**config.mk**
```make
export PLATFORM = sky130hd
export DESIGN_NAME = csc_frame_ctrl
export DESIGN_NICKNAME = d
export VERILOG_FILES = /design/src/rtl/csc_ctrl_pkg.sv /design/src/rtl/csc_timing_check.sv /design/src/rtl/csc_frame_ctrl.sv
export SDC_FILE = /design/constraint.sdc
export NUM_CORES = 1
export LEC_CHECK = 0
export BUFFER_PORTS_ARGS = -buffer_cell sky130_fd_sc_hd__buf_2
export CAP_MARGIN = 20
export CORE_MARGIN = 1.5
export CORE_UTILIZATION = 35
export DETAILED_ROUTE_END_ITERATION = 8
export SLEW_MARGIN = 20
export SYNTH_ARGS = -nofsm -noshare
export SYNTH_HDL_FRONTEND = slang
export SYNTH_SLANG_ARGS = --single-unit
```
**constraint.sdc**
```tcl
create_clock -name clk -period 1.9 [get_ports clk]
set_input_delay 0.285 -clock clk [delete_from_list [all_inputs] [get_ports clk]]
set_output_delay 0.285 -clock clk [all_outputs]
set_load 0.01 [all_outputs]
```
**src/rtl/csc_ctrl_pkg.sv**
```systemverilog
// Shared definitions for the YCbCr->RGB frame sequencer: state encoding and default timing.
package csc_ctrl_pkg;

    typedef enum logic [1:0] {
        ST_IDLE   = 2'd0,
        ST_ARMED  = 2'd1,
        ST_ACTIVE = 2'd2,
        ST_DRAIN  = 2'd3
    } ctrl_state_e;

    localparam int unsigned DEF_H_ACTIVE    = 1280;
    localparam int unsigned DEF_V_ACTIVE    = 720;
    localparam int unsigned DEF_CSC_LATENCY = 2;
    localparam int unsigned DEF_FRAME_CNT_W = 16;
    localparam int unsigned RUN_CNT_W       = 8;

endpackage

```
**src/rtl/csc_timing_check.sv**
```systemverilog
// Sync edge detection plus saturating pixel/line counters that flag lines and frames of the wrong size.
module csc_timing_check
    import csc_ctrl_pkg::*;
#(
    parameter int unsigned H_ACTIVE = DEF_H_ACTIVE,
    parameter int unsigned V_ACTIVE = DEF_V_ACTIVE
) (
    input  logic clk,
    input  logic reset_n,
    input  logic active,
    input  logic in_valid,
    input  logic in_vs,
    output logic line_end,
    output logic vs_rise,
    output logic hsize_bad,
    output logic vsize_bad
);

    localparam int unsigned PIX_W  = $clog2(H_ACTIVE + 2);
    localparam int unsigned LINE_W = $clog2(V_ACTIVE + 2);

    logic              valid_q;
    logic              vs_q;
    logic [PIX_W-1:0]  pix_cnt_q, pix_cnt_d;
    logic [LINE_W-1:0] line_cnt_q, line_cnt_d;
    logic [LINE_W-1:0] line_cnt_upd;

    always_comb begin
        vs_rise  = in_vs & ~vs_q;
        line_end = ~in_valid & valid_q;

        // A line closing on the frame-end edge is counted before the frame check.
        line_cnt_upd = line_cnt_q;
        if (line_end && line_cnt_q != '1) begin
            line_cnt_upd = line_cnt_q + LINE_W'(1);
        end

        hsize_bad = active & line_end & (pix_cnt_q != PIX_W'(H_ACTIVE));
        vsize_bad = active & vs_rise & (line_cnt_upd != LINE_W'(V_ACTIVE));

        pix_cnt_d  = pix_cnt_q;
        line_cnt_d = line_cnt_upd;
        if (!active) begin
            pix_cnt_d  = '0;
            line_cnt_d = '0;
        end else begin
            if (line_end) begin
                pix_cnt_d = '0;
            end else if (in_valid && pix_cnt_q != '1) begin
                pix_cnt_d = pix_cnt_q + PIX_W'(1);
            end
            if (vs_rise) begin
                line_cnt_d = '0;
            end
        end
    end

    always_ff @(posedge clk) begin
        if (!reset_n) begin
            valid_q    <= 1'b0;
            vs_q       <= 1'b0;
            pix_cnt_q  <= '0;
            line_cnt_q <= '0;
        end else begin
            valid_q    <= in_valid;
            vs_q       <= in_vs;
            pix_cnt_q  <= pix_cnt_d;
            line_cnt_q <= line_cnt_d;
        end
    end

endmodule

```
**src/rtl/csc_frame_ctrl.sv**
```systemverilog
// Frame-level sequencer ahead of the colour-space converter: arms on start, forwards N frames
// aligned to vsync, drains the converter pipeline, and reports sticky size errors.
module csc_frame_ctrl
    import csc_ctrl_pkg::*;
#(
    parameter int unsigned H_ACTIVE    = DEF_H_ACTIVE,
    parameter int unsigned V_ACTIVE    = DEF_V_ACTIVE,
    parameter int unsigned CSC_LATENCY = DEF_CSC_LATENCY,
    parameter int unsigned FRAME_CNT_W = DEF_FRAME_CNT_W
) (
    input  logic                   clk,
    input  logic                   reset_n,
    input  logic                   cfg_start,
    input  logic                   cfg_stop,
    input  logic [7:0]             cfg_frames,
    input  logic                   in_valid,
    input  logic                   in_hs,
    input  logic                   in_vs,
    input  logic [7:0]             in_y,
    input  logic [7:0]             in_cb,
    input  logic [7:0]             in_cr,
    output logic                   csc_valid,
    output logic                   csc_hs,
    output logic                   csc_vs,
    output logic [7:0]             csc_y,
    output logic [7:0]             csc_cb,
    output logic [7:0]             csc_cr,
    output logic                   ctrl_busy,
    output logic [1:0]             ctrl_state,
    output logic                   frame_done,
    output logic [FRAME_CNT_W-1:0] frame_cnt,
    output logic                   err_hsize,
    output logic                   err_vsize
);

    localparam int unsigned DRAIN_W = (CSC_LATENCY < 2) ? 1 : $clog2(CSC_LATENCY + 1);

    ctrl_state_e            state_q, state_d;
    logic [RUN_CNT_W-1:0]   frames_q, frames_d;
    logic [RUN_CNT_W-1:0]   run_cnt_q, run_cnt_d;
    logic [FRAME_CNT_W-1:0] frame_cnt_q, frame_cnt_d;
    logic [DRAIN_W-1:0]     drain_cnt_q, drain_cnt_d;
    logic                   stop_pend_q, stop_pend_d;
    logic                   err_h_q, err_h_d;
    logic                   err_v_q, err_v_d;
    logic                   frame_done_q, frame_done_d;
    logic                   csc_valid_q, csc_valid_d;
    logic                   csc_hs_q, csc_vs_q;
    logic [7:0]             csc_y_q, csc_cb_q, csc_cr_q;

    logic line_end, vs_rise, hsize_bad, vsize_bad;
    logic active;

    assign active = (state_q == ST_ACTIVE);

    csc_timing_check #(
        .H_ACTIVE (H_ACTIVE),
        .V_ACTIVE (V_ACTIVE)
    ) u_timing (
        .clk       (clk),
        .reset_n   (reset_n),
        .active    (active),
        .in_valid  (in_valid),
        .in_vs     (in_vs),
        .line_end  (line_end),
        .vs_rise   (vs_rise),
        .hsize_bad (hsize_bad),
        .vsize_bad (vsize_bad)
    );

    always_comb begin
        state_d      = state_q;
        frames_d     = frames_q;
        run_cnt_d    = run_cnt_q;
        frame_cnt_d  = frame_cnt_q;
        drain_cnt_d  = drain_cnt_q;
        stop_pend_d  = stop_pend_q;
        err_h_d      = err_h_q;
        err_v_d      = err_v_q;
        frame_done_d = 1'b0;
        csc_valid_d  = in_valid & active;

        case (state_q)
            ST_IDLE: begin
                if (cfg_start && !cfg_stop) begin
                    state_d     = ST_ARMED;
                    frames_d    = cfg_frames;
                    run_cnt_d   = '0;
                    frame_cnt_d = '0;
                    stop_pend_d = 1'b0;
                    err_h_d     = 1'b0;
                    err_v_d     = 1'b0;
                end
            end
            ST_ARMED: begin
                if (cfg_stop) begin
                    state_d = ST_IDLE;
                end else if (vs_rise) begin
                    state_d = ST_ACTIVE;
                end
            end
            ST_ACTIVE: begin
                if (cfg_stop) begin
                    stop_pend_d = 1'b1;
                end
                if (hsize_bad) begin
                    err_h_d = 1'b1;
                end
                if (vs_rise) begin
                    if (vsize_bad) begin
                        err_v_d = 1'b1;
                    end
                    frame_done_d = 1'b1;
                    frame_cnt_d  = frame_cnt_q + FRAME_CNT_W'(1);
                    run_cnt_d    = run_cnt_q + RUN_CNT_W'(1);
                    if (stop_pend_q || cfg_stop || (frames_q != '0 && run_cnt_d == frames_q)) begin
                        state_d     = ST_DRAIN;
                        drain_cnt_d = '0;
                        stop_pend_d = 1'b0;
                    end
                end
            end
            ST_DRAIN: begin
                if (drain_cnt_q == DRAIN_W'(CSC_LATENCY - 1)) begin
                    state_d = ST_IDLE;
                end else begin
                    drain_cnt_d = drain_cnt_q + DRAIN_W'(1);
                end
            end
            default: state_d = ST_IDLE;
        endcase
    end

    always_ff @(posedge clk) begin
        if (!reset_n) begin
            state_q      <= ST_IDLE;
            frames_q     <= '0;
            run_cnt_q    <= '0;
            frame_cnt_q  <= '0;
            drain_cnt_q  <= '0;
            stop_pend_q  <= 1'b0;
            err_h_q      <= 1'b0;
            err_v_q      <= 1'b0;
            frame_done_q <= 1'b0;
            csc_valid_q  <= 1'b0;
            csc_hs_q     <= 1'b0;
            csc_vs_q     <= 1'b0;
            csc_y_q      <= '0;
            csc_cb_q     <= '0;
            csc_cr_q     <= '0;
        end else begin
            state_q      <= state_d;
            frames_q     <= frames_d;
            run_cnt_q    <= run_cnt_d;
            frame_cnt_q  <= frame_cnt_d;
            drain_cnt_q  <= drain_cnt_d;
            stop_pend_q  <= stop_pend_d;
            err_h_q      <= err_h_d;
            err_v_q      <= err_v_d;
            frame_done_q <= frame_done_d;
            csc_valid_q  <= csc_valid_d;
            csc_hs_q     <= in_hs;
            csc_vs_q     <= in_vs;
            csc_y_q      <= in_y;
            csc_cb_q     <= in_cb;
            csc_cr_q     <= in_cr;
        end
    end

    assign csc_valid  = csc_valid_q;
    assign csc_hs     = csc_hs_q;
    assign csc_vs     = csc_vs_q;
    assign csc_y      = csc_y_q;
    assign csc_cb     = csc_cb_q;
    assign csc_cr     = csc_cr_q;
    assign ctrl_busy  = (state_q != ST_IDLE);
    assign ctrl_state = state_q;
    assign frame_done = frame_done_q;
    assign frame_cnt  = frame_cnt_q;
    assign err_hsize  = err_h_q;
    assign err_vsize  = err_v_q;

endmodule

```
# ---- Word level (Yosys, flattened, before mapping)
# Index checks and enable logic that the tools add are counted.
dict set report classes {
  n_mul 0
  n_bitwise 11
  magnitude_cmp 0
  n_mux 29
  n_shift 0
  n_reduce_logical 22
  n_addsub 5
  n_div 0
  eq_ne 17
}
# operator n
set ops {}
lappend ops {{16-bit two-way mux} 2}
lappend ops {{16-bit case mux with 2 select lines} 1}
lappend ops {{11-bit inequality test (second input constant)} 2}
lappend ops {{10-bit inequality test (second input constant)} 2}
lappend ops {{2-bit two-way mux} 9}
lappend ops {{16-bit by 1-bit adder with 16-bit output (second input constant)} 1}
lappend ops {{8-bit two-way mux} 2}
lappend ops {{8-bit case mux with 2 select lines} 1}
lappend ops {{11-bit by 1-bit adder with 11-bit output (second input constant)} 1}
lappend ops {{10-bit by 1-bit adder with 10-bit output (second input constant)} 1}
lappend ops {{10-bit two-way mux} 1}
lappend ops {{8-bit by 1-bit adder with 8-bit output (second input constant)} 1}
lappend ops {{8-bit equality test} 1}
lappend ops {{1-bit two-way mux} 8}
lappend ops {{2-bit inequality test (second input constant)} 4}
lappend ops {{2-bit case mux with 4 select lines} 1}
lappend ops {{4-bit AND reduction} 2}
lappend ops {{8-bit nonzero test} 1}
lappend ops {{1-bit bitwise AND} 7}
lappend ops {{2-bit by 1-bit inequality test with 1-bit output (second input constant)} 3}
lappend ops {{1-bit case mux with 2 select lines} 3}
lappend ops {{2-bit AND reduction} 3}
lappend ops {{3-bit AND reduction} 2}
lappend ops {{2-bit nonzero test} 3}
lappend ops {{12 further kinds} 22}
dict set report word_totals {
  mem_bits_ro 0
  input_bits 39
  latch_bits 0
  out_inout_bits 49
  wordCells 102
  n_memories 0
  regBits 89
  ram_bits 0
}

# ---- Depth between registers and ports, before layout
dict set report depth {
  depth_word 9
  mapped_depth 7
  mapped_depth_nobuf 6
}

# ---- Modules after synthesis
# Synthesis repeated with hierarchy kept, for this count alone.
dict set report hier_totals {
  cells_unflattened 439
  area_unflattened_um2 3991.3
}
# mod seq_area_each_um2 area_each_um2 cells_per_inst n_inst
set by_module_without_submodules {}
lappend by_module_without_submodules {csc_frame_ctrl 1341.3 2767.7 294 1}
lappend by_module_without_submodules {csc_timing_check 460.4 1223.7 145 1}

# ---- Least setup slack after synthesis
# No wires, ideal clock.
dict set report synth_timing {
  kind {register to register}
  startpoint {register u_timing.line_cnt_q[0]}
  endpoint {register err_v_q (netlist: err_vsize)}
  setup_ps 132
  path_stages_with_launch 7
  t_required_ps 1768
  slack_ps 14
  period_less_slack_ps 1886
  arrival_ps 1755
  n_path_buf 0
  cell_sequence {dfxtp_1 > ha_1 > nand3_1 > o41ai_4 > or3b_2 > a2111oi_0 > o211ai_1}
}
dict set report synth_between {
  elab_chain_len 7
}
# item line_no
set synth_rtl {}
lappend synth_rtl {{start: declaration} csc_timing_check.sv:25} ;# logic [LINE_W-1:0] line_cnt_q, line_cnt_d;
lappend synth_rtl {{start signal: assignment} csc_timing_check.sv:68} ;# line_cnt_q <= line_cnt_d;
lappend synth_rtl {{parallel branches: the longest is 2 deep, another holds 10-bit by 1-bit adder with 10-bit output} -}
lappend synth_rtl {{10-bit two-way mux *} csc_timing_check.sv:34} ;# if (line_end && line_cnt_q != '1) begin
lappend synth_rtl {{10-bit inequality test *} csc_timing_check.sv:39} ;# vsize_bad = active & vs_rise & (line_cnt_upd != LINE_W'(V_ACTIVE));
lappend synth_rtl {{1-bit bitwise AND *} csc_timing_check.sv:39}
lappend synth_rtl {{2-bit by 1-bit inequality test with 1-bit output (no source line) *} -}
lappend synth_rtl {{4-bit AND reduction (no source line) *} -}
lappend synth_rtl {{end signal: assignment} csc_frame_ctrl.sv:159} ;# err_v_q <= err_v_d;
lappend synth_rtl {{end: declaration} csc_frame_ctrl.sv:45} ;# logic err_v_q, err_v_d;
# Every way passes the cells marked *.
# A chain may end at the register's enable or synchronous reset.

# ---- Worst setup path in the final report
dict set report layout_timing {
  startpoint {register run_cnt_q[1]}
  endpoint {register drain_cnt_q[0]}
}
dict set report layout_between {
  elab_chain_len 6
}
# item line_no
set layout_rtl {}
lappend layout_rtl {{start: declaration} csc_frame_ctrl.sv:40} ;# logic [RUN_CNT_W-1:0] run_cnt_q, run_cnt_d;
lappend layout_rtl {{start signal: assignment} csc_frame_ctrl.sv:154} ;# run_cnt_q <= run_cnt_d;
lappend layout_rtl {{8-bit by 1-bit adder with 8-bit output} csc_frame_ctrl.sv:115} ;# run_cnt_d = run_cnt_q + RUN_CNT_W'(1);
lappend layout_rtl {{8-bit equality test} csc_frame_ctrl.sv:116} ;# if (stop_pend_q || cfg_stop || (frames_q != '0 && run_cnt_d == frames_q)) begin
lappend layout_rtl {{1-bit logical AND} csc_frame_ctrl.sv:116}
lappend layout_rtl {{1-bit logical OR} csc_frame_ctrl.sv:116}
lappend layout_rtl {{2-bit by 1-bit inequality test with 1-bit output (no source line)} -}
lappend layout_rtl {{4-bit AND reduction (no source line)} -}
lappend layout_rtl {{end signal: assignment} csc_frame_ctrl.sv:156} ;# drain_cnt_q <= drain_cnt_d;
lappend layout_rtl {{end: declaration} csc_frame_ctrl.sv:42} ;# logic [DRAIN_W-1:0] drain_cnt_q, drain_cnt_d;
# No other way between the ends.

==> impl_results.md <==
* Largest fanout on the critical path at 4
* Met2 Routed Length at roughly 4.6 mm
* CP Cell Sequence: ha_2 -> xnor2_1 -> nand2_1 -> a2111oi_2 -> o311ai_2 -> a41o_1
* RSZ-0062 raised after global routing: yes
* Most frequent cells in the layout: 87 x buf_2, 86 x dfxtp_1, 49 x nand2_1, 41 x buf_4, 34 x nor2_1
* Vias in the first global route at between 3,000 and 4,000
* WL met3 at between 400 and 500 µm
* Hold Buf Count CTS at 0
* Worst EP required at 2140 ps
* Initial antenna violation count at 1
* CTS tree: done
* Vias post-DR at 3,592
* Post-synth top flop: dfxtp_1
* Final GP Congestion at between 0.8 and 0.9
* Bufs on Longest Clock Path at 2
* CTS Buf Count at 9
* Die W at 110 µm
* Fin. Hold Viols at 0
* Root Driver: clkbuf_16
* Commonest non-fill, non-tap cell in the layout: buf_2
* DRC errors left at 0
* Worst skew pair latency at between 300 and 400 ps
* Core box area at 11,000 µm²
* Combinational share of power at a little under 7%
* Synth warnings at 0
* Critical path buffers and inverters at 0
* Fmax at ~0.56 GHz
* Placed cell count at 698
* FFs w/ async S/R, synth at 0%
* P_sw at about 970 µW
* Die H at 110 µm
* Clock Sink Count at 89
* Clk pwr share at between 40% and 50%
* First drt pass iteration count at 4
* Final cell count without fillers at 717
* Biggest area consumer among synthesized cells: dfxtp_1
* Worst slew margin at between 70% and 80%
* Top sig layer: met4
* Maximum VDD drop at about 0.45 mV
* Slew Limit Fails at 0
* Iteration-0 DRC Markers at between 150 and 200
* CP delay by family, top: compound AO/OA/AOI/OAI gates
* Routed WL at between 9 and 10 mm
* Synthesized netlist cell count at about 450
* Switching share of total power at 24.6%
* Mean Syn Cell Area at ~8.9 µm²
* Avg WL per Cell at about 13 µm
* Area Overhead vs Synth at 29.2%
* Die area at ~12,000 µm²
* Arrival time at the worst endpoint at 2040 ps
* Reg2reg setup slack at just under 100 ps
* R2R Path End: drain_cnt_q[0]
* Yosys reg bits at 89
* Port Buffers at slightly below 90
* Worst clock skew at roughly 11 ps
* Final HPWL DP at 7.10 mm
* Metal-1 WL at approximately 4.4 mm
* Flop pwr share at about half
* Average via count per standard cell at 5.01
* First-pass GRT wire length at 16.0 mm
* Final period utilization at a little over nine tenths
* Dominant cells by area after synthesis: dfxtp_1 44%, and2_1 5.0%, nand2_1 4.6%, xor2_1 3.7%, nor2_1 3.2%
* Share of post-route cells with drive strength above 1 at around 29%
* Max cap viols at 0
* CP Class: reg2reg
* Largest net degree at the start of global routing at 30
* Final setup vio count at 0
* Filler instances at between 1,000 and 1,500
* Total GRT Usage at between 15 and 20%
* Critical path launch point type: flip-flop
* Library cells used by synthesis at 63
* Sequential area share after synthesis at 44.3%
* Reg-to-Reg Start: run_cnt_q[1]
* Cell area after synthesis at between 4000 and 5000 µm²
* GR Overflow Total at 0
* CTS H-Tree Depth at 3
* Worst r2r path cells at 6
* Row count at 38
* Hold Path End: csc_cb[1]
* Post-synth top area share at 44.3%
* Leakage dissipation at 0.00216 µW
* Final-stage net count at around 600
* Clk pin slew, worst setup/hold paths at ~70 ps
* Cell internal pwr at between 2000 and 3000 µW
* Min Tclk post-route at 1800 ps
* I/O Pins at slightly below 90
* Post-synth EDFFs at 0
* Syn_nets at just under 500
* CP endpoint kind: flip-flop
* CP max stage cell: a2111oi_2
* Pwr per Cell Area at between 700 and 800 nW/µm²
* CP peak stage delay at roughly 380 ps
* DRT antenna net count at 0
* Hold Path Class: in2reg
* Worst Tran Pin Value at approximately 420 ps
* WHS Path Cells at 2
* Starting Density at between 30% and 40%
* Min-delay src: in_cb[1]
* Status: finished, final reports clean
* WHS at 136 ps
==> flip-flops by register name (all words and copies together), names as in the netlist, named ones only <==
name                 count
stop_pend_q              1
csc_cb                   8
run_cnt_q                8
frames_q                 8
csc_cr                   8
csc_valid                1
u_timing.line_cnt_q     10
csc_y                    8
u_timing.valid_q         1
frame_done               1
frame_cnt               16
err_hsize                1
u_timing.pix_cnt_q      11
drain_cnt_q              2
csc_hs                   1
err_vsize                1
u_timing.vs_q            1
ctrl_state               1
==> power by group through the flow <==
| stage | logic, µW | clock network [µW] | registers (µW) |
|---|---|---|---|
| 3_5_place_dp | 270 | 0 | 1970 |
| 4_1_cts | 273 | 1820 | 1920 |
| 3_3_place_gp | 266 | 0 | 1970 |
| 2_1_floorplan | 123 | 0 | 1980 |
| 5_1_grt | 302 | 1900 | 1930 |
| 6_report | 272 | 1770 | 1920 |
==> through the flow <==
stage	setup WS [ps]	util, %	power, µW	instance area, µm²	TNS (ps)
final	99.1	47.2	3960	5200	0
after global routing	-36.4	47.1	4130	5200	-53.1
after CTS	32.0	46.7	4020	5150	0
after detailed placement	-93.2	43.8	2240	4840	-93.2
after global placement	31.5	43.8	2230	4840	0
after floorplan	13.6	-	2110	4030	0
==> logic make-up after synthesis <==
family,Yosys count,share of synthesized area (%)
buf+inv,32,3.42
simple gates,213,28.7
flops,89,44.3
fa+ha+maj,6,1.87
mux,5,1.24
xor+xnor,28,6.09
compound gates,79,14.5
==> cells in the mapped netlist (all sizes together) (2+ instances only) <==
cell type	number
a2111oi	2
a211oi	2
a21boi	14
a21oi	17
a22oi	3
a31oi	3
a41oi	2
and2	32
and3	6
buf	4
clkbuf	16
dfxtp	89
ha	6
inv	12
mux2i	5
nand2	50
nand2b	4
nand3	21
nand3b	3
nand4	13
nor2	35
nor2b	11
nor3	10
nor3b	3
nor4	6
o211a	2
o211ai	2
o21a	4
o21ai	14
o311ai	3
o41ai	4
or2	2
or3	5
or4	3
xnor2	11
xor2	17
==> worst max-delay path by stage <==
stage / start / endpoint / slack (ps) / depth (start not counted)
global placement: u_timing.line_cnt_q[0] / err_vsize / 30 / 6
floorplan: u_timing.line_cnt_q[0] / err_vsize / 10 / 6
finish: run_cnt_q[1] / drain_cnt_q[0] / 100 / 6
detailed placement: u_timing.line_cnt_q[0] / err_vsize / -90 / 6
CTS: run_cnt_q[1] / drain_cnt_q[0] / 30 / 6
global route: run_cnt_q[1] / ctrl_state[0] / -40 / 7
==> per-layer routing <==
layer  GRT usage (%)  vias to the layer above
li1                -                     1827
met5               0                        -
met4            6.14                        0
met3            5.29                       10
met1            20.7                     1671
met2            28.4                       84
==> final cells by class <==
cell class / instances / area (µm²) / share of cell area, %
clock inverter: 6 / 56.3 / 1.08
timing repair buffer: 128 / 743 / 14.3
tap: 140 / 175 / 3.37
multi-input combinational: 331 / 2150 / 41.4
antenna: 1 / 2.50 / 0.0481
clock buffer: 10 / 239 / 4.59
inverter: 12 / 45.0 / 0.866
sequential: 89 / 1790 / 34.3
==> what timing repair did <==
action / CTS / global route
pin swaps: 1 / 3
resized for setup: 3 / 10
setup buffers: 1 / 1
endpoints found under the setup margin: 2 / 7
No activity file was read; power rests on OpenSTA's default activity.
